### config.mk
export PLATFORM = sky130hd
export DESIGN_NAME = xor_stim_sequencer
export DESIGN_NICKNAME = d
export VERILOG_FILES = /design/src/rtl/xor_stim_sequencer.sv
export SDC_FILE = /design/constraint.sdc
export NUM_CORES = 1
export LEC_CHECK = 0
export CAP_MARGIN = 20
export CORE_MARGIN = 5
export CORE_UTILIZATION = 60
export DETAILED_ROUTE_END_ITERATION = 16
export PLACE_DENSITY_LB_ADDON = 0.15
export SLEW_MARGIN = 10
export SYNTH_ARGS = -nofsm -noshare
export SYNTH_HDL_FRONTEND = slang
export SYNTH_SLANG_ARGS = --single-unit
export TNS_END_PERCENT = 100
### constraint.sdc
create_clock -name clk -period 3.55 [get_ports clk]
set_input_delay 0.8875 -clock clk [delete_from_list [all_inputs] [get_ports clk]]
set_output_delay 0.8875 -clock clk [all_outputs]
set_load 0.03 [all_outputs]
### src/rtl/xor_stim_sequencer.sv
// Exhaustive 4-bit stimulus sequencer for the four-input XOR gate block.
// Sweeps a 4-bit pattern onto a..d, holding each pattern for STEP_DIV cycles,
// for SWEEPS full sweeps, with start/pause/stop control and a registered
// expected-parity bit for the downstream compare stage.
// Optional build macro: GRAY_SEQ_EN -- present the pattern in Gray code
// instead of plain binary (control and timing unchanged).
module xor_stim_sequencer #(
    parameter int unsigned STEP_DIV = 4,
    parameter int unsigned SWEEPS   = 2
) (
    input  logic clk,
    input  logic rst,
    input  logic start,
    input  logic pause,
    input  logic stop,
    output logic a,
    output logic b,
    output logic c,
    output logic d,
    output logic vld,
    output logic stp,
    output logic exp_par,
    output logic busy,
    output logic done
);

    localparam int unsigned CW = 8;
    localparam logic [CW-1:0] DIV_LAST = CW'(STEP_DIV - 1);
    localparam logic [CW-1:0] SWP_LAST = CW'(SWEEPS - 1);

    typedef enum logic [1:0] {
        S_IDLE  = 2'd0,
        S_RUN   = 2'd1,
        S_PAUSE = 2'd2,
        S_DONE  = 2'd3
    } state_t;

    state_t        r_state;
    logic [3:0]    r_pat;
    logic [CW-1:0] r_div;
    logic [CW-1:0] r_swp;

    logic          w_div_last;
    logic          w_terminal;
    logic [3:0]    w_pat_nxt;
    logic [CW-1:0] w_div_nxt;
    logic [CW-1:0] w_swp_nxt;
    logic [3:0]    w_enc_nxt;
    logic [3:0]    w_enc_cur;

    // Map the pattern counter onto the a..d outputs
    function automatic logic [3:0] encode(input logic [3:0] p);
`ifdef GRAY_SEQ_EN
        return p ^ (p >> 1);
`else
        return p;
`endif
    endfunction

    // Next-step counter values used by both RUN advance and pause entry
    assign w_div_last = (r_div == DIV_LAST);
    assign w_terminal = w_div_last && (r_pat == 4'd15) && (r_swp == SWP_LAST);
    assign w_pat_nxt  = w_div_last ? r_pat + 4'd1 : r_pat;
    assign w_div_nxt  = w_div_last ? '0 : r_div + CW'(1);
    assign w_swp_nxt  = (w_div_last && (r_pat == 4'd15)) ? r_swp + CW'(1) : r_swp;
    assign w_enc_nxt  = encode(w_pat_nxt);
    assign w_enc_cur  = encode(r_pat);

    // Control FSM, counters and registered outputs
    always_ff @(posedge clk) begin
        if (rst) begin
            r_state      <= S_IDLE;
            r_pat        <= '0;
            r_div        <= '0;
            r_swp        <= '0;
            {a, b, c, d} <= 4'd0;
            vld          <= 1'b0;
            stp          <= 1'b0;
            exp_par      <= 1'b0;
            busy         <= 1'b0;
            done         <= 1'b0;
        end else begin
            done <= 1'b0;
            case (r_state)
                S_IDLE: begin
                    if (start) begin
                        r_state      <= S_RUN;
                        r_pat        <= '0;
                        r_div        <= '0;
                        r_swp        <= '0;
                        {a, b, c, d} <= encode(4'd0);
                        exp_par      <= ^encode(4'd0);
                        vld          <= 1'b1;
                        stp          <= 1'b1;
                        busy         <= 1'b1;
                    end
                end
                S_RUN: begin
                    if (stop) begin
                        r_state      <= S_IDLE;
                        r_pat        <= '0;
                        r_div        <= '0;
                        r_swp        <= '0;
                        {a, b, c, d} <= 4'd0;
                        exp_par      <= 1'b0;
                        vld          <= 1'b0;
                        stp          <= 1'b0;
                        busy         <= 1'b0;
                    end else if (pause) begin
                        // The cycle that sees pause still counts, except the
                        // terminal one, which is replayed after resume.
                        r_state <= S_PAUSE;
                        vld     <= 1'b0;
                        stp     <= 1'b0;
                        if (!w_terminal) begin
                            r_pat <= w_pat_nxt;
                            r_div <= w_div_nxt;
                            r_swp <= w_swp_nxt;
                        end
                    end else if (w_terminal) begin
                        r_state      <= S_DONE;
                        r_pat        <= '0;
                        r_div        <= '0;
                        r_swp        <= '0;
                        {a, b, c, d} <= 4'd0;
                        exp_par      <= 1'b0;
                        vld          <= 1'b0;
                        stp          <= 1'b0;
                        busy         <= 1'b0;
                        done         <= 1'b1;
                    end else begin
                        r_pat        <= w_pat_nxt;
                        r_div        <= w_div_nxt;
                        r_swp        <= w_swp_nxt;
                        {a, b, c, d} <= w_enc_nxt;
                        exp_par      <= ^w_enc_nxt;
                        stp          <= w_div_last;
                        vld          <= 1'b1;
                    end
                end
                S_PAUSE: begin
                    if (stop) begin
                        r_state      <= S_IDLE;
                        r_pat        <= '0;
                        r_div        <= '0;
                        r_swp        <= '0;
                        {a, b, c, d} <= 4'd0;
                        exp_par      <= 1'b0;
                        vld          <= 1'b0;
                        stp          <= 1'b0;
                        busy         <= 1'b0;
                    end else if (!pause) begin
                        r_state      <= S_RUN;
                        {a, b, c, d} <= w_enc_cur;
                        exp_par      <= ^w_enc_cur;
                        vld          <= 1'b1;
                        stp          <= 1'b0;
                    end
                end
                S_DONE: begin
                    r_state <= S_IDLE;
                end
                default: begin
                    r_state <= S_IDLE;
                end
            endcase
        end
    end

endmodule

==> results of run 1 <==
[power breakdown]
group          internal [mW]  switching, mW
combinational         0.0866          0.163
clock                 0.0915          0.116
sequential             0.365         0.0118
total                  0.543          0.291
[flip-flops by register name, indices dropped and copies added (netlist names)]
register	flops
c	1
d	1
b	1
done	1
a	1
r_swp	8
vld	1
r_state	2
r_div	8
r_pat	4
stp	1
busy	1
exp_par	1
[stage by stage]
stage          power, mW  hold WS, ps  utilization (%)
2_1_floorplan      0.557          444                -
4_1_cts            0.840          485             69.0
3_5_place_dp       0.631          472             67.1
5_1_grt            0.887          514             69.0
6_report           0.835          479             69.0
3_3_place_gp       0.622          461             67.1
[cells by family (layout without fill, tap and decap cells)]
| family | count (synthesis) | in the layout |
|---|---|---|
| compound gates | 63 | 63 |
| mux | 2 | 2 |
| fa+ha+maj | 9 | 9 |
| flops | 31 | 31 |
| buf+inv | 20 | 33 |
| xor+xnor | 9 | 9 |
| simple gates | 99 | 99 |
[worst max-delay path, stage by stage]
cell and delay [ps]:
clkdlybuf4s50_1 520, nor2b_1 160, nor3_1 530, o21ai_2 320, and2_2 290, o31a_1 280
[layout by cell type (no fill, tap or decap), drive strengths merged, types with 2 or more instances in the layout]
master	n
a222oi	3
a211oi	6
a21boi	2
nor2	16
a311oi	3
a41oi	2
clkbuf	6
a31oi	6
o21a	2
buf	4
inv	9
a21oi	16
xnor2	5
o21ai	12
clkdlybuf4s50	13
and2	2
and3	6
or3b	2
nand4	2
xor2	4
nor2b	2
or3	4
nand3	17
ha	9
dfxtp	31
nor4b	2
nand2	22
nor3	15
nor4	3
mux2i	2
[cell type report]
type	count	area (µm²)
timing repair buffer	17	160
clock buffer	6	51.3
fill	279	947
inverter	9	33.8
multi-input combinational	182	1180
sequential	31	621
tap	44	55.1
clock inverter	1	5.00
[metal layers]
metal / routed length, µm / share of wire (%) / GRT usage [%]
met5: 0 / 0 / 0
met4: 72 / 1.6 / 8.63
met3: 212 / 4.8 / 5.10
met2: 2110 / 48 / 36.1
met1: 2040 / 46 / 28.5
[worst min path at each step]
| stage | from | slack, ps | endpoint |
|---|---|---|---|
| 2_1_floorplan | r_div[1]$_SDFFE_PP0P_ | 440 | r_div[1]$_SDFFE_PP0P_ |
| 3_3_place_gp | r_div[1]$_SDFFE_PP0P_ | 460 | r_div[1]$_SDFFE_PP0P_ |
| 3_5_place_dp | r_div[1]$_SDFFE_PP0P_ | 470 | r_div[1]$_SDFFE_PP0P_ |
| 4_1_cts | r_div[1]$_SDFFE_PP0P_ | 480 | r_div[1]$_SDFFE_PP0P_ |
| 5_1_grt | r_div[1]$_SDFFE_PP0P_ | 510 | r_div[1]$_SDFFE_PP0P_ |
| 6_report | r_div[1]$_SDFFE_PP0P_ | 480 | r_div[1]$_SDFFE_PP0P_ |
==> flow_metrics.env, run 1 <==
export IMPL_status="complete, no violations"
export IMPL_async_flop_share_pct=0
export IMPL_finalSetupTns_ps=0
export IMPL_syn_nets=247
export IMPL_finalMaxSlewViolations=0
export IMPL_post_cts_resized=0
export IMPL_clock_sinks=31
export IMPL_synth_common_cells="dfxtp_1, nand2_1, a21oi_1, nand3_1, nor2_1"
export IMPL_fin_worst_skew_ps=9.57
export IMPL_drc=0
export IMPL_tightest_slew_ps=806
export IMPL_vdd_drop_max_uv=302
export IMPL_portBuffers=13
export IMPL_whs_path_depth=2
export IMPL_start_kind="primary input"
export IMPL_postCtsSetupRepairBufs=0
export IMPL_ctsLongestPathBuffers=2
export IMPL_period_minus_slack_ps=2770
export IMPL_synth_area_per_cell_um2=8.15
export IMPL_antenna_left=0
export IMPL_setup_viol=0
export IMPL_synthFlopType="dfxtp_1"
export IMPL_synth_area_um2=1900
export IMPL_tritoncts="done"
export IMPL_powerDensity_nw_per_um2=396
export IMPL_seq_area_frac_synth_pct=32.7
export IMPL_place_hpwl_um=3260
export IMPL_r2r_start="r_state[0]$_SDFFE_PP0P_"
export IMPL_vias=1792
export IMPL_rsz0062_at_grt="false"
export IMPL_synth_edf_count=0
export IMPL_dr_pass1_iters=4
export IMPL_place_area_um2=2050
export IMPL_crit_end="r_swp[4]$_SDFFE_PP0P_"
export IMPL_synth_top_family_by_area="simple AND/OR/NAND/NOR gates"
export IMPL_synthToLayoutAreaGrowth_pct=10.9
export IMPL_die_height_um=66.2
export IMPL_hold_path_class="reg2reg"
export IMPL_synth_most_common_cell="dfxtp_1"
export IMPL_grt_start_max_net_pins=30
export IMPL_finalCritPeriodShare_pct=78.0
export IMPL_grt_overflow_total=0
export IMPL_drtIter0Drc=310
export IMPL_r2r_slack_ps=1050
export IMPL_die_area_um2=4390
export IMPL_cp_required_ps=3780
export IMPL_gp_congestion=0.882
export IMPL_drive_gt1_share_pct=8.94
export IMPL_worstSkewPairLatency_ps=340
export IMPL_synth_area_top_cells="dfxtp_1, ha_1, nand2_1, a21oi_1, nand3_1"
export IMPL_start_util_pct=62.2
export IMPL_max_freq_ghz=0.361
export IMPL_viasPerCell=6.18
export IMPL_nNetsFinal=260
export IMPL_path_class="in2reg"
export IMPL_die_w_um=66.2
export IMPL_postSynthCellCount=233
export IMPL_synthSimpleGateAreaFrac_pct=28.2
export IMPL_design_area_um2=2110
export IMPL_dp_worst_setup_slack_ps=472
export IMPL_synth_xor_area_share_pct=4.15
export IMPL_antenna_found_initial=0
export IMPL_synthAdderAreaFrac_pct=5.93
export IMPL_cts_buffers=5
export IMPL_ctsHtreeMaxLevel=2
export IMPL_grt_pass1_wl_um=7510
export IMPL_grt_pass1_vias=1678
export IMPL_drt_wirelength_per_cell_um=15.3
export IMPL_crit_start="stop"
export IMPL_yosys_area_top_type="dfxtp_1"
export IMPL_clk_pin_slew_ps=90
export IMPL_ys_types=53
export IMPL_timing_rr_end="r_swp[4]$_SDFFE_PP0P_"
export IMPL_synth_compound_area_share_pct=22.8
export IMPL_synth_seq_cells=31
export IMPL_cts_root_buf="clkbuf_4"
export IMPL_r2r_cells=7
export IMPL_placed_cells=283
export IMPL_synth_area_mux_share_pct=1.05
export IMPL_diodes=0
export IMPL_p_leak_nw=0.752
export IMPL_end_kind="flip-flop"
export IMPL_track_usage_pct=22.3
export IMPL_timing_slew_headroom_pct=45.5
export IMPL_yosysWarningCount=0
export IMPL_fin_ws_ps=782
export IMPL_core_area_um2=3050
export IMPL_cp_arrival_ps=2990
export IMPL_routed_wl_um=4440
export IMPL_holdBufCountCts=0
export IMPL_ioPinCount=14
export IMPL_max_cap_violations=0
export IMPL_rows=20
export IMPL_final_cells=290
export IMPL_yosysTopAreaCellShare_pct=32.7
export IMPL_hold_viol_final=0
export IMPL_worstPathMaxFanout=13
Power figures use the tool's default switching activity.
==> inputs of run 2 (changes only) <==
CORE_UTILIZATION = 58   (was 60)
clock period = 2.6 ns   (was 3.55 ns; I/O delays follow)
==> run 2 against run 1 <==
Compared with the run above: via count grew 3.0%; worst setup slack got worse by 540 ps; register-to-register slack got worse by 810 ps; worst hold slack gained 10 ps; first-iteration DRC count shrank 51%; cell area rose by 5.9%; global-route usage is 1.4 points higher; clock power grew 63%; critical path type is now reg2reg.
==> flow_metrics.env, run 2 (synthesis gave the netlist of run 1 again) <==
export IMPL_grt_pass1_vias=1788
export IMPL_multiInputGateArea_um2=1180
export IMPL_max_cap_violations=0
export IMPL_grt_pass1_wl_um=8200
export IMPL_finalSetupTns_ps=0
export IMPL_r2r_start="r_div[0]$_SDFFE_PP0P_"
export IMPL_synthToLayoutAreaGrowth_pct=17.5
export IMPL_ioPinCount=14
export IMPL_ctsLongestPathBuffers=2
export IMPL_antenna_found_initial=0
export IMPL_drtIter0Drc=153
export IMPL_fin_worst_skew_ps=5.92
export IMPL_cp_arrival_ps=2610
export IMPL_portBuffers=13
export IMPL_start_util_pct=61.2
export IMPL_tritoncts="done"
export IMPL_path_class="reg2reg"
export IMPL_nNetsFinal=275
export IMPL_worstPathMaxFanout=12
export IMPL_r2r_cells=7
export IMPL_drive_gt1_share_pct=14.1
export IMPL_die_w_um=67.2
export IMPL_vdd_drop_max_uv=473
export IMPL_diodes=0
export IMPL_holdPathEnd="b$_SDFFE_PP0P_"
export IMPL_antenna_left=0
export IMPL_start_kind="flip-flop"
export IMPL_max_freq_ghz=0.425
export IMPL_r2r_slack_ps=240
export IMPL_worstSkewPairLatency_ps=350
export IMPL_tightest_slew_ps=614
export IMPL_cts_root_buf="clkbuf_4"
export IMPL_clk_pin_slew_ps=100
export IMPL_die_area_um2=4520
export IMPL_ctsHtreeMaxLevel=2
export IMPL_routed_wl_um=4640
export IMPL_finalMaxSlewViolations=0
export IMPL_p_leak_nw=0.833
export IMPL_cp_cell_sequence="ha_1 > or4b_4 > or3_4 > o21ai_2 > buf_4 > nor2_1 > o32ai_1"
export IMPL_period_minus_slack_ps=2360
export IMPL_finalCritPeriodShare_pct=90.6
export IMPL_drc=0
export IMPL_dr_pass1_iters=4
export IMPL_rows=20
export IMPL_hp_start="b$_SDFFE_PP0P_"
export IMPL_hold_viol_final=0
export IMPL_rsz0062_at_grt="false"
export IMPL_grt_start_max_net_pins=19
export IMPL_area_sequential_um2=621
export IMPL_gp_congestion=0.828
export IMPL_cp_slowest_cell="or4b_4"
export IMPL_cts_buffers=5
export IMPL_track_usage_pct=23.7
export IMPL_nFillCells=268
export IMPL_drt_wirelength_per_cell_um=15.2
export IMPL_final_cell_mix="dfxtp_1, nand2_1, buf_4"
export IMPL_timing_slew_headroom_pct=58.8
export IMPL_powerDensity_nw_per_um2=561
export IMPL_layout_commonest_cell="dfxtp_1"
export IMPL_grt_overflow_total=0
export IMPL_holdWs_ps=490
export IMPL_setup_viol=0
export IMPL_die_height_um=67.2
export IMPL_postCtsSetupRepairBufs=0
export IMPL_cp_required_ps=2850
export IMPL_status="complete, no violations"
export IMPL_viasPerCell=6.03
export IMPL_holdBufCountCts=0
export IMPL_timing_rr_end="r_pat[1]$_SDFFE_PP0P_"
export IMPL_hold_path_class="reg2reg"
export IMPL_whs_path_depth=2
export IMPL_clock_sinks=31
export IMPL_vias=1845
export IMPL_top_regs="r_div x8, r_swp x8, r_pat x4"
export IMPL_place_hpwl_um=3360
export IMPL_post_cts_resized=0
export IMPL_end_kind="flip-flop"
export IMPL_slowest_delay_ps=530
export IMPL_core_area_um2=3100
## run 2: how the worst max path moves through the flow
| stage | startpoint | to | depth (start not counted) |
|---|---|---|---|
| 3_5_place_dp | stop | r_swp[6]$_SDFFE_PP0P_ | 6 |
| 6_report | r_div[0]$_SDFFE_PP0P_ | r_pat[1]$_SDFFE_PP0P_ | 7 |
| 3_3_place_gp | stop | r_swp[6]$_SDFFE_PP0P_ | 6 |
| 5_1_grt | r_div[0]$_SDFFE_PP0P_ | r_pat[0]$_SDFFE_PP0P_ | 7 |
| 2_1_floorplan | r_state[0]$_SDFFE_PP0P_ | r_div[6]$_SDFFE_PP0P_ | 8 |
| 4_1_cts | r_div[0]$_SDFFE_PP0P_ | r_pat[1]$_SDFFE_PP0P_ | 7 |
## run 2: cell type report
| type | instances | area share [%] |
|---|---|---|
| repair buffers | 32 | 12.2 |
| multi-input cells | 182 | 52.9 |
| flip-flops and latches | 31 | 27.8 |
| inverters | 9 | 1.51 |
| clock buffers | 8 | 3.08 |
| well taps | 44 | 2.47 |
## run 2: metal layers
layer  share of wire (%)  vias up  wire length (µm)  GRT usage [%]
met4                 1.6        0                75           8.61
li1                    -      923                 -              -
met3                 4.9        9               226           5.82
met5                   0        -                 0              0
met1                  47      866              2180           30.2
met2                  47       47              2160           38.7
## run 2: per-stage QoR
stage	instance area [µm²]	worst slack (ps)	cells	power, mW	utilization [%]
finish	2230	245	306	1.25	71.9
global route	2230	131	306	1.32	71.9
CTS	2230	275	306	1.25	71.9
detailed placement	2160	0.758	298	0.918	69.7
global placement	2160	61.6	298	0.911	69.7
floorplan	1900	440	233	0.761	-
## run 2: report_power, final
part / switching (mW) / total, mW / internal [mW] / leakage (nW)
Clock: 0.179 / 0.338 / 0.159 / 0.0386
Combinational: 0.239 / 0.400 / 0.161 / 0.544
Sequential: 0.0156 / 0.514 / 0.499 / 0.251
## run 2: worst max-delay path: cells and delay by family (launching register included)
family | cells | cell delay [ps]
buf+inv | 1 | 220
flops | 1 | 380
simple gates | 3 | 1020
fa+ha+maj | 1 | 230
compound gates | 2 | 410
==> inputs of run 3 (changes only) <==
CAP_MARGIN = unset   (was 20)
CORE_UTILIZATION = 52   (was 58)
CTS_CLUSTER_DIAMETER = 60   (was unset)
clock period = 1.9 ns   (was 2.6 ns; I/O delays follow)
==> run 3 against run 2 <==
Compared with the run above: the run now ends with negative setup slack left; sequential share of layout area decreased by 5.4 points; critical endpoint unchanged; die area increased by 9.8%; sequential power increased by 37%; sequential cell count unchanged; routed wire length increased by 25%; first-iteration DRC count increased by 41%; fmax increased by 11%; power increased by 66%; core utilization increased by 5.7 points; global-route usage increased by 0.60 points; worst setup slack got worse by 460 ps.
==> flow_metrics.env, run 3 (synthesis gave the netlist of run 1 again) <==
export IMPL_path_class="reg2reg"
export IMPL_worstPathMaxFanout=6
export IMPL_nNetsFinal=309
export IMPL_top_regs="r_div x8, r_swp x8, r_pat x4"
export IMPL_die_w_um=70.4
export IMPL_grt_start_max_net_pins=23
export IMPL_grt_pass1_wl_um=9430
export IMPL_drive_gt1_share_pct=35.8
export IMPL_drtIter0Drc=216
export IMPL_layout_commonest_cell="buf_4"
export IMPL_clock_sinks=31
export IMPL_place_hpwl_um=3710
export IMPL_track_usage_pct=24.3
export IMPL_finalMaxSlewViolations=0
export IMPL_powerDensity_nw_per_um2=744
export IMPL_rsz0062_at_grt="true"
export IMPL_p_leak_nw=1.05
export IMPL_period_minus_slack_ps=2120
export IMPL_synthToLayoutAreaGrowth_pct=47.3
export IMPL_antenna_found_initial=0
export IMPL_max_cap_violations=0
export IMPL_final_cell_mix="buf_4, dfxtp_1, nand2_1"
export IMPL_timing_slew_headroom_pct=74.1
export IMPL_finalSetupTns_ps=-3800
export IMPL_cts_buffers=5
export IMPL_start_util_pct=52.6
export IMPL_start_kind="flip-flop"
export IMPL_slowest_delay_ps=510
export IMPL_vdd_drop_max_uv=826
export IMPL_multiInputGateArea_um2=1410
export IMPL_die_height_um=70.4
export IMPL_violations="negative setup slack"
export IMPL_dr_pass1_iters=5
export IMPL_hold_path_class="reg2reg"
export IMPL_gp_congestion=0.861
export IMPL_hold_viol_final=0
export IMPL_power_total_mw=2.08
export IMPL_tightest_slew_ps=384
export IMPL_dp_worst_setup_slack_ps=-441
export IMPL_place_area_um2=2430
export IMPL_portBuffers=13
export IMPL_holdBufCountCts=0
export IMPL_design_area_um2=2800
export IMPL_cts_root_buf="clkbuf_8"
export IMPL_core_area_um2=3610
export IMPL_grt_pass1_vias=1937
export IMPL_finalCritPeriodShare_pct=111
export IMPL_cp_required_ps=2110
export IMPL_tritoncts="done"
export IMPL_drc=0
export IMPL_grt_overflow_total=0
export IMPL_viasPerCell=5.97
export IMPL_diodes=0
export IMPL_ctsLongestPathBuffers=2
export IMPL_fin_worst_skew_ps=3.97
export IMPL_status="complete, but fails checks"
export IMPL_drt_wirelength_per_cell_um=16.9
export IMPL_area_sequential_um2=626
export IMPL_worstSkewPairLatency_ps=300
export IMPL_ctsHtreeMaxLevel=2
export IMPL_vias=2054
export IMPL_routed_wl_um=5810
export IMPL_max_freq_ghz=0.472
export IMPL_ioPinCount=14
export IMPL_holdWs_ps=480
export IMPL_setup_viol=28
export IMPL_rows=22
export IMPL_clk_pin_slew_ps=70
export IMPL_antenna_left=0
export IMPL_cp_slowest_cell="or4b_4"
export IMPL_end_kind="flip-flop"
export IMPL_cp_arrival_ps=2330
export IMPL_die_area_um2=4960
export IMPL_fin_ws_ps=-217
export IMPL_nFillCells=266
export IMPL_cp_cell_sequence="ha_4 > or4b_4 > or3_4 > o21ai_4 > buf_6 > nor2_4 > o32ai_2"
## run 3: report_power, final
group | internal [mW] | total, mW | switching [mW]
Clock | 0.330 | 0.594 | 0.263
Combinational | 0.351 | 0.779 | 0.428
Sequential | 0.686 | 0.706 | 0.0209
Total | 1.37 | 2.08 | 0.712
## run 3: critical path: cells and delay by family (launching register included)
| kind | cells | cell delay, ps |
|---|---|---|
| AND/OR/NAND/NOR | 3 | 980 |
| buffers and inverters | 1 | 170 |
| flip-flops | 1 | 360 |
| AO/OA/AOI/OAI | 2 | 390 |
| adder cells (fa/ha/maj) | 1 | 130 |
## run 3: final cells by class
type	count	share of cell area [%]
repair buffers	66	20.3
multi-input cells	182	50.4
clock buffers	8	3.58
flip-flops and latches	31	22.4
well taps	48	2.15
inverters	9	1.21
## run 3: final timing paths
path | cells past startpoint | slack, ps | startpoint | end
setup / recovery | 7 | -220 | r_div[0]$_SDFFE_PP0P_ | r_pat[1]$_SDFFE_PP0P_
hold / removal | 2 | 480 | a$_SDFFE_PP0P_ | a$_SDFFE_PP0P_
setup reg to reg | 7 | -220 | r_div[0]$_SDFFE_PP0P_ | r_pat[1]$_SDFFE_PP0P_
hold reg to reg | 2 | 480 | a$_SDFFE_PP0P_ | a$_SDFFE_PP0P_
## run 3: repair_timing
item,CTS,global route
gates resized for setup,33,17
setup endpoints to repair,27,28
cloned,1,0
setup buffers,6,2
pin swaps,17,16
## run 3: stage by stage
stage	cells	utilization [%]
CTS	342	75.6
finish	344	77.6
global route	344	77.6
detailed placement	328	67.5
floorplan	233	-
global placement	328	67.5
## run 3: routing by layer
layer / track usage [%] / share of wire, % / vias to the layer above / routed length (µm)
li1: - / - / 994 / -
met1: 31.8 / 44 / 974 / 2540
met2: 37.9 / 49 / 74 / 2870
met3: 7.48 / 5.1 / 12 / 294
met4: 7.66 / 1.8 / 0 / 106
met5: 0 / 0 / - / 0
